### src/rtl/unidade_controle_geogenius_pkg.sv
// Types shared by the GeoGenius control unit and the datapath debug decoder.
package geogenius_pkg;

    typedef enum logic [3:0] {
        INICIAL  = 4'd0,
        PREPARA  = 4'd1,
        ESPERA   = 4'd2,
        REGISTRA = 4'd3,
        COMPARA  = 4'd4,
        ACERTO   = 4'd5,
        ERRO     = 4'd6,
        MOSTRA   = 4'd7,
        PROXIMA  = 4'd8,
        FIM      = 4'd9
    } estado_t;

    localparam int MAX_ERROS_DEFAULT = 1;

    typedef struct packed {
        logic zera_contador_jogada;
        logic zera_contador_score;
        logic zera_timer_resultado;
        logic zera_timeout;
        logic zeraR;
        logic zera_tempo_de_jogo;
        logic conta_jogada;
        logic conta_score;
        logic conta_timer_resultado;
        logic conta_timeout;
        logic registraR;
        logic liga_led;
        logic mostra_tempo_de_jogo;
        logic acertou;
        logic errou;
        logic pronto;
    } saidas_t;

    function automatic logic [3:0] incr_sat(input logic [3:0] v);
        return (v == 4'hF) ? v : v + 4'd1;
    endfunction

endpackage

### src/rtl/unidade_controle_geogenius_if.sv
// Control-unit <-> datapath bundle: status flags in, strobes and indications out.
interface unidade_controle_geogenius_if;

    logic       iniciar;
    logic       fez_jogada;
    logic       jogada_igual_memoria;
    logic       deu_timeout;
    logic       ultima_jogada;
    logic       fim_timer_resultado;

    logic       zera_contador_jogada;
    logic       zera_contador_score;
    logic       zera_timer_resultado;
    logic       zera_timeout;
    logic       zeraR;
    logic       zera_tempo_de_jogo;
    logic       conta_jogada;
    logic       conta_score;
    logic       conta_timer_resultado;
    logic       conta_timeout;
    logic       registraR;
    logic       liga_led;
    logic       mostra_tempo_de_jogo;
    logic       acertou;
    logic       errou;
    logic       pronto;
    logic [3:0] db_estado;

    modport master (
        input  iniciar, fez_jogada, jogada_igual_memoria, deu_timeout,
               ultima_jogada, fim_timer_resultado,
        output zera_contador_jogada, zera_contador_score, zera_timer_resultado,
               zera_timeout, zeraR, zera_tempo_de_jogo, conta_jogada, conta_score,
               conta_timer_resultado, conta_timeout, registraR, liga_led,
               mostra_tempo_de_jogo, acertou, errou, pronto, db_estado
    );

    modport slave (
        output iniciar, fez_jogada, jogada_igual_memoria, deu_timeout,
               ultima_jogada, fim_timer_resultado,
        input  zera_contador_jogada, zera_contador_score, zera_timer_resultado,
               zera_timeout, zeraR, zera_tempo_de_jogo, conta_jogada, conta_score,
               conta_timer_resultado, conta_timeout, registraR, liga_led,
               mostra_tempo_de_jogo, acertou, errou, pronto, db_estado
    );

endinterface

### src/rtl/unidade_controle_geogenius.sv
// Moore control unit sequencing one 8-play GeoGenius round with an error limit.
// Define GEOGENIUS_TEMPO_DE_JOGO_EN to drive zera_tempo_de_jogo/mostra_tempo_de_jogo.
//
// state    | meaning
// INICIAL  | idle, waiting for iniciar
// PREPARA  | clear datapath, error counter and result flag
// ESPERA   | LED on, timeout running, waiting for a play
// REGISTRA | load the play into the datapath register
// COMPARA  | compare the registered play with memory
// ACERTO   | count score, result flag = 1
// ERRO     | count an error, result flag = 0
// MOSTRA   | show acertou/errou until the result timer expires
// PROXIMA  | advance to the next play
// FIM      | game over, pronto asserted until iniciar
module unidade_controle_geogenius
    import geogenius_pkg::*;
#(
    parameter int MAX_ERROS = MAX_ERROS_DEFAULT
) (
    input  logic                         clock,
    input  logic                         reset,
    unidade_controle_geogenius_if.master bus
);

`ifdef GEOGENIUS_TEMPO_DE_JOGO_EN
    localparam logic TEMPO_EN = 1'b1;
`else
    localparam logic TEMPO_EN = 1'b0;
`endif

    localparam logic [3:0] MAX_ERROS_4 = 4'(MAX_ERROS);

    estado_t    estado_q, estado_d;
    logic [3:0] erros_q, erros_d;
    logic       flag_q, flag_d;
    saidas_t    saidas_q, saidas_d;

    // Outputs are registered from the next state, so they always equal a decode of estado_q.
    function automatic saidas_t decodifica(input estado_t e, input logic f);
        saidas_t s;
        s = '0;
        case (e)
            PREPARA: begin
                s.zera_contador_jogada = 1'b1;
                s.zera_contador_score  = 1'b1;
                s.zera_timer_resultado = 1'b1;
                s.zera_timeout         = 1'b1;
                s.zeraR                = 1'b1;
                s.zera_tempo_de_jogo   = TEMPO_EN;
            end
            ESPERA: begin
                s.liga_led      = 1'b1;
                s.conta_timeout = 1'b1;
            end
            REGISTRA: begin
                s.registraR    = 1'b1;
                s.zera_timeout = 1'b1;
            end
            ACERTO: begin
                s.conta_score          = 1'b1;
                s.zera_timer_resultado = 1'b1;
            end
            ERRO: begin
                s.zera_timer_resultado = 1'b1;
                s.zera_timeout         = 1'b1;
            end
            MOSTRA: begin
                s.conta_timer_resultado = 1'b1;
                s.acertou               = f;
                s.errou                 = ~f;
            end
            PROXIMA: begin
                s.conta_jogada = 1'b1;
                s.zera_timeout = 1'b1;
                s.zeraR        = 1'b1;
            end
            FIM: begin
                s.pronto               = 1'b1;
                s.mostra_tempo_de_jogo = TEMPO_EN;
                s.acertou              = f;
                s.errou                = ~f;
            end
            default: s = '0;
        endcase
        return s;
    endfunction

    always_comb begin
        estado_d = estado_q;
        erros_d  = erros_q;
        flag_d   = flag_q;
        case (estado_q)
            INICIAL:  if (bus.iniciar) estado_d = PREPARA;
            PREPARA: begin
                erros_d  = '0;
                flag_d   = 1'b0;
                estado_d = ESPERA;
            end
            ESPERA: begin
                if (bus.fez_jogada)       estado_d = REGISTRA;
                else if (bus.deu_timeout) estado_d = ERRO;
            end
            REGISTRA: estado_d = COMPARA;
            COMPARA:  estado_d = bus.jogada_igual_memoria ? ACERTO : ERRO;
            ACERTO: begin
                flag_d   = 1'b1;
                estado_d = MOSTRA;
            end
            ERRO: begin
                flag_d   = 1'b0;
                erros_d  = incr_sat(erros_q);
                estado_d = MOSTRA;
            end
            MOSTRA: begin
                if (bus.fim_timer_resultado) begin
                    if (erros_q == MAX_ERROS_4 || bus.ultima_jogada) estado_d = FIM;
                    else                                             estado_d = PROXIMA;
                end
            end
            PROXIMA:  estado_d = ESPERA;
            FIM:      if (bus.iniciar) estado_d = PREPARA;
            default:  estado_d = INICIAL;
        endcase
        saidas_d = decodifica(estado_d, flag_d);
    end

    always_ff @(posedge clock or negedge reset) begin
        if (!reset) begin
            estado_q <= INICIAL;
            erros_q  <= '0;
            flag_q   <= 1'b0;
            saidas_q <= '0;
        end else begin
            estado_q <= estado_d;
            erros_q  <= erros_d;
            flag_q   <= flag_d;
            saidas_q <= saidas_d;
        end
    end

    assign bus.zera_contador_jogada  = saidas_q.zera_contador_jogada;
    assign bus.zera_contador_score   = saidas_q.zera_contador_score;
    assign bus.zera_timer_resultado  = saidas_q.zera_timer_resultado;
    assign bus.zera_timeout          = saidas_q.zera_timeout;
    assign bus.zeraR                 = saidas_q.zeraR;
    assign bus.zera_tempo_de_jogo    = saidas_q.zera_tempo_de_jogo;
    assign bus.conta_jogada          = saidas_q.conta_jogada;
    assign bus.conta_score           = saidas_q.conta_score;
    assign bus.conta_timer_resultado = saidas_q.conta_timer_resultado;
    assign bus.conta_timeout         = saidas_q.conta_timeout;
    assign bus.registraR             = saidas_q.registraR;
    assign bus.liga_led              = saidas_q.liga_led;
    assign bus.mostra_tempo_de_jogo  = saidas_q.mostra_tempo_de_jogo;
    assign bus.acertou               = saidas_q.acertou;
    assign bus.errou                 = saidas_q.errou;
    assign bus.pronto                = saidas_q.pronto;
    assign bus.db_estado             = estado_q;

endmodule

### src/flat_wrapper.sv
// flat-port wrapper written by rule: the top's interface ports become plain ports
module unidade_controle_geogenius_flat import geogenius_pkg::*;
#(
    parameter int MAX_ERROS = MAX_ERROS_DEFAULT
)
  (clock, reset, bus_iniciar, bus_fez_jogada, bus_jogada_igual_memoria, bus_deu_timeout, bus_ultima_jogada, bus_fim_timer_resultado, bus_zera_contador_jogada, bus_zera_contador_score, bus_zera_timer_resultado, bus_zera_timeout, bus_zeraR, bus_zera_tempo_de_jogo, bus_conta_jogada, bus_conta_score, bus_conta_timer_resultado, bus_conta_timeout, bus_registraR, bus_liga_led, bus_mostra_tempo_de_jogo, bus_acertou, bus_errou, bus_pronto, bus_db_estado);
  unidade_controle_geogenius_if bus_i ();
  input  logic clock;
  input  logic reset;
  input wire logic [$bits(bus_i.iniciar)-1:0] bus_iniciar;
  input wire logic [$bits(bus_i.fez_jogada)-1:0] bus_fez_jogada;
  input wire logic [$bits(bus_i.jogada_igual_memoria)-1:0] bus_jogada_igual_memoria;
  input wire logic [$bits(bus_i.deu_timeout)-1:0] bus_deu_timeout;
  input wire logic [$bits(bus_i.ultima_jogada)-1:0] bus_ultima_jogada;
  input wire logic [$bits(bus_i.fim_timer_resultado)-1:0] bus_fim_timer_resultado;
  output wire logic [$bits(bus_i.zera_contador_jogada)-1:0] bus_zera_contador_jogada;
  output wire logic [$bits(bus_i.zera_contador_score)-1:0] bus_zera_contador_score;
  output wire logic [$bits(bus_i.zera_timer_resultado)-1:0] bus_zera_timer_resultado;
  output wire logic [$bits(bus_i.zera_timeout)-1:0] bus_zera_timeout;
  output wire logic [$bits(bus_i.zeraR)-1:0] bus_zeraR;
  output wire logic [$bits(bus_i.zera_tempo_de_jogo)-1:0] bus_zera_tempo_de_jogo;
  output wire logic [$bits(bus_i.conta_jogada)-1:0] bus_conta_jogada;
  output wire logic [$bits(bus_i.conta_score)-1:0] bus_conta_score;
  output wire logic [$bits(bus_i.conta_timer_resultado)-1:0] bus_conta_timer_resultado;
  output wire logic [$bits(bus_i.conta_timeout)-1:0] bus_conta_timeout;
  output wire logic [$bits(bus_i.registraR)-1:0] bus_registraR;
  output wire logic [$bits(bus_i.liga_led)-1:0] bus_liga_led;
  output wire logic [$bits(bus_i.mostra_tempo_de_jogo)-1:0] bus_mostra_tempo_de_jogo;
  output wire logic [$bits(bus_i.acertou)-1:0] bus_acertou;
  output wire logic [$bits(bus_i.errou)-1:0] bus_errou;
  output wire logic [$bits(bus_i.pronto)-1:0] bus_pronto;
  output wire logic [$bits(bus_i.db_estado)-1:0] bus_db_estado;
  assign bus_i.iniciar = bus_iniciar;
  assign bus_i.fez_jogada = bus_fez_jogada;
  assign bus_i.jogada_igual_memoria = bus_jogada_igual_memoria;
  assign bus_i.deu_timeout = bus_deu_timeout;
  assign bus_i.ultima_jogada = bus_ultima_jogada;
  assign bus_i.fim_timer_resultado = bus_fim_timer_resultado;
  assign bus_zera_contador_jogada = bus_i.zera_contador_jogada;
  assign bus_zera_contador_score = bus_i.zera_contador_score;
  assign bus_zera_timer_resultado = bus_i.zera_timer_resultado;
  assign bus_zera_timeout = bus_i.zera_timeout;
  assign bus_zeraR = bus_i.zeraR;
  assign bus_zera_tempo_de_jogo = bus_i.zera_tempo_de_jogo;
  assign bus_conta_jogada = bus_i.conta_jogada;
  assign bus_conta_score = bus_i.conta_score;
  assign bus_conta_timer_resultado = bus_i.conta_timer_resultado;
  assign bus_conta_timeout = bus_i.conta_timeout;
  assign bus_registraR = bus_i.registraR;
  assign bus_liga_led = bus_i.liga_led;
  assign bus_mostra_tempo_de_jogo = bus_i.mostra_tempo_de_jogo;
  assign bus_acertou = bus_i.acertou;
  assign bus_errou = bus_i.errou;
  assign bus_pronto = bus_i.pronto;
  assign bus_db_estado = bus_i.db_estado;
  unidade_controle_geogenius #(.MAX_ERROS(MAX_ERROS)) u_core (.clock(clock), .reset(reset), .bus(bus_i));
endmodule
### config.mk
export PLATFORM = sky130hd
export DESIGN_NAME = unidade_controle_geogenius_flat
export DESIGN_NICKNAME = d
export VERILOG_FILES = /design/src/rtl/unidade_controle_geogenius_pkg.sv /design/src/rtl/unidade_controle_geogenius_if.sv /design/src/rtl/unidade_controle_geogenius.sv /design/src/flat_wrapper.sv
export SDC_FILE = /design/constraint.sdc
export NUM_CORES = 1
export LEC_CHECK = 0
export ABC_AREA = 1
export CORE_AREA = 2 2 50 52
export CTS_CLUSTER_SIZE = 40
export DETAILED_ROUTE_END_ITERATION = 8
export DIE_AREA = 0 0 52 54
export PLACE_DENSITY = 0.83
export SLEW_MARGIN = 20
export SYNTH_ARGS = -nofsm -noshare
export SYNTH_HDL_FRONTEND = slang
export SYNTH_SLANG_ARGS = --single-unit
### constraint.sdc
create_clock -name clock -period 3.8 [get_ports clock]
set_input_delay 0.76 -clock clock [delete_from_list [all_inputs] [get_ports clock]]
set_output_delay 0.76 -clock clock [all_outputs]
set_load 0.01 [all_outputs]
==> metrics.md <==
| Metric | Value |
|---|---|
| Max stage delay cell, worst path | `sky130_fd_sc_hd__clkdlybuf4s50_1` |
| Post-Synthesis Cells | `roughly 130` |
| Total number of cells along the worst setup path | `1` |
| Terminating pin of the worst hold path | `u_core.erros_q[0]` |
| Kind of cell adding the most delay to the critical path | `buffers and inverters` |
| Series of cell instances along the critical path | `clkdlybuf4s50_1` |
| Register-to-register path setup slack | `around 2.3 ns` |
| Most frequent cells in the layout | `sky130_fd_sc_hd__clkdlybuf4s50_1 (25), sky130_fd_sc_hd__dfrtp_1 (21), sky130_fd_sc_hd__nand2_1 (15), sky130_fd_sc_hd__inv_1 (15), sky130_fd_sc_hd__nor2_1 (11)` |
| Number of warning messages in the yosys log | `0` |
| Switch Pwr | `~530 uW` |
| Number of vias per cell | `between 4 and 5` |
| Power per cell area | `approximately 810 nW/um^2` |
| Total setup buffers inserted after CTS | `0` |
| Number of clock sinks seen by CTS | `21` |
| DPL Wire Length | `between 1.5 and 2 mm` |
| Detailed-router iteration count before antenna repair | `4` |
| Clk pwr share | `9.0%` |
| Hold violation total from the final report | `0` |
| Count of hold-fix buffers inserted at cts | `0` |
| ANT nets after route | `0` |
| Destination of the worst register-to-register timing path | `u_core.bus.zera_timeout` |
| Area growth from synthesis to layout | `24.3%` |
| # port buffers | `25` |
| Highest clock rate | `approximately 450 MHz` |
| Global Route Usage Sum | `about 16%` |
| Count of pins on the block boundary | `28` |
| Number of cells traversed by the worst register-to-register path | `8` |
| Number of antenna violations at the first check in global routing | `0` |
| Global route total overflow | `0` |
| Hold Path Class | `reg2reg` |
| Maximum clock insertion buffer count | `2` |
| Final weighted congestion in routability-driven placement | `0.883` |
| Least-Margin Pin Slew | `0.926 ns` |
| CP peak stage delay | `roughly 0.61 ns` |
| Area of the die | `approximately 2800 sq um` |
| Filler Cell Count | `around 210` |
| H-tree Lvls | `1` |
| Fraction of the cycle the final worst path needs | `around 60%` |
| Rows | `18` |
| TritonCTS Buffers | `3` |
| Unrepaired setup endpoints after global routing | `no` |
| Final core occ | `about three fifths` |
| Antenna diode instance count | `0` |
| Highest fanout seen on the critical path | `9` |
| Worst path buffer plus inverter count | `1` |
| Startpoint of the tightest hold check path | `u_core.erros_q[0]` |
| Share of the yosys chip area belonging to registers | `45.9%` |
| Drc violations | `0` |
| Arrival time at the worst endpoint | `between 1 and 1.5 ns` |
| Post-layout net count | `~160` |
| Final total negative setup slack | `0 ns` |
| Post-synthesis cell area | `between 1000 and 1500 sq um` |
| CTS tree | `built` |
| Number of cells traversed by the worst hold path | `1` |
| Sort of element at the start of the critical path | `flop` |
| Height of the chip | `roughly 54 um` |
| Portion of total power attributed to combinational logic | `about 59%` |
| Number of flip-flops and latches in the synthesized netlist | `21` |
| Count of instances resized after the clock tree is built | `0` |
| Clk pin slew, worst setup/hold paths | `approximately 0.11 ns` |
| Pin count of the biggest net entering global routing | `22` |
| Max-cap violations | `0` |
| Clock latency on the worst-skew pair | `roughly 0.3 ns` |
| Average cell area after synthesis | `9.16 sq um` |
| Min Clock Period, post-route | `around 2.2 ns` |
| Most common library cell in the layout ignoring fill and taps | `sky130_fd_sc_hd__clkdlybuf4s50_1` |
| Headroom to the max-slew limit | `a little under two fifths` |
| Leakage power figure | `0.000707 uW` |
| Worst r2r src | `u_core.bus.db_estado[1]` |
| Int Pwr | `between 600 and 700 uW` |
| Count of final max-slew check failures | `0` |
| Sequential share of power | `32.1%` |
| Fraction of power spent switching nets | `45.4%` |
| Master cell of the clock root buffer | `sky130_fd_sc_hd__clkbuf_4` |
| Vias in the first global route | `787` |
| Overall die width | `52 um` |
| Maximum vdd ir drop | `0.414 mV` |
| Initial cell density of the core | `between 40 and 50%` |
| Final number of setup-violating endpoints | `0` |
| Start-to-end type of the worst setup path | `reg2out` |
| Critical Path Sink Type | `output port` |
| Global-route wire length before repair | `~3.3 mm` |
| Worst Clk Skew | `0.00153 ns` |
| Routed wire length | `1.97 mm` |
| Required time of the critical path | `slightly above 3 ns` |
| Share of layout cells above drive strength 1 | `approximately 25%` |
| Outcome | `finished, final reports clean` |
| Number of DRC violations after detailed-routing iteration 0 | `7` |
| Wire length per cell after detailed routing | `between 10 and 15 um` |
| Via Count | `~850` |
| CORE AREA | `roughly 2300 sq um` |
| Count of distinct cell types in the synthesized netlist | `28` |
power groups by stage:
stage	registers (uW)	clock network (uW)	logic (uW)
after detailed placement	377	0	690
after global routing	382	122	762
after floorplan	385	0	485
final	372	104	683
after CTS	372	109	692
after global placement	375	0	673
how the worst max path moves through the flow:
stage / start / endpoint / slack [ns]
6_report: u_core.bus.db_estado[1] / bus_db_estado[1] / 1.57
5_1_grt: u_core.bus.db_estado[1] / bus_db_estado[1] / 1.50
4_1_cts: u_core.bus.db_estado[1] / bus_db_estado[1] / 1.56
3_5_place_dp: bus_fim_timer_resultado / u_core.bus.zera_timeout / 1.65
3_3_place_gp: bus_fim_timer_resultado / u_core.bus.zera_timeout / 1.68
2_1_floorplan: bus_iniciar / u_core.bus.zera_timeout / 2.21
through the flow:
step                      instances  cell area [sq um]  setup WS (ns)  hold slack, ns  total power (uW)
final                           180               1420           1.57           0.552              1160
after global routing            180               1420           1.50           0.572              1270
after CTS                       180               1420           1.56           0.565              1170
after detailed placement        176               1400           1.65           0.538              1070
after global placement          176               1400           1.68           0.524              1050
after floorplan                 126               1150           2.21           0.464               869
flip-flops by register name, indices dropped and copies added (netlist names):
| signal | cells |
|---|---|
| u_core.flag_q | 1 |
| u_core.bus.conta_timer_resultado | 1 |
| u_core.bus.zeraR | 1 |
| u_core.bus.errou | 1 |
| u_core.bus.zera_timer_resultado | 1 |
| u_core.bus.conta_jogada | 1 |
| u_core.bus.zera_contador_jogada | 1 |
| u_core.bus.zera_timeout | 1 |
| u_core.erros_q | 4 |
| u_core.bus.liga_led | 1 |
| u_core.bus.registraR | 1 |
| u_core.bus.acertou | 1 |
| u_core.bus.db_estado | 4 |
| u_core.bus.conta_score | 1 |
| u_core.bus.pronto | 1 |
routing by layer:
layer  wire length [um]  share of wire (%)  global-route usage, %
met5                  0                  0                      0
met4                 19               0.96                   7.89
met3                 45                2.3                   2.50
met2               1070                 54                   29.3
met1                833                 42                   18.7
Yosys cell counts (all sizes together):
cell type	n	area, sq um
a21boi	1	7.51
a21oi	1	5.00
buf	5	41.3
conb	1	3.75
dfrtp	21	526
ha	2	25.0
inv	21	78.8
mux2i	1	10.0
nand2	29	164
nand3	13	103
nand4	2	12.5
nor2	18	105
nor3	1	5.00
nor4	1	6.26
o21ai	2	10.0
o21bai	2	15.0
o22ai	2	12.5
or2	1	6.26
xnor2	1	8.76
area by class of cell:
type	count	area [sq um]	area share (%)
Sequential cell	21	526	36.9
Tap cell	30	37.5	2.64
Multi-Input combinational cell	79	503	35.4
Inverter	21	78.8	5.54
Clock inverter	1	5.00	0.352
Timing Repair Buffer	25	250	17.6
Clock buffer	3	22.5	1.58
logic make-up after synthesis:
| family | synth area share [%] |
|---|---|
| compound gates | 4.37 |
| mux | 0.874 |
| simple gates | 35.1 |
| other cells | 0.328 |
| flops | 45.9 |
| buf+inv | 10.5 |
| fa+ha+maj | 2.19 |
| xor+xnor | 0.765 |
(Power assumes the default switching activity.)
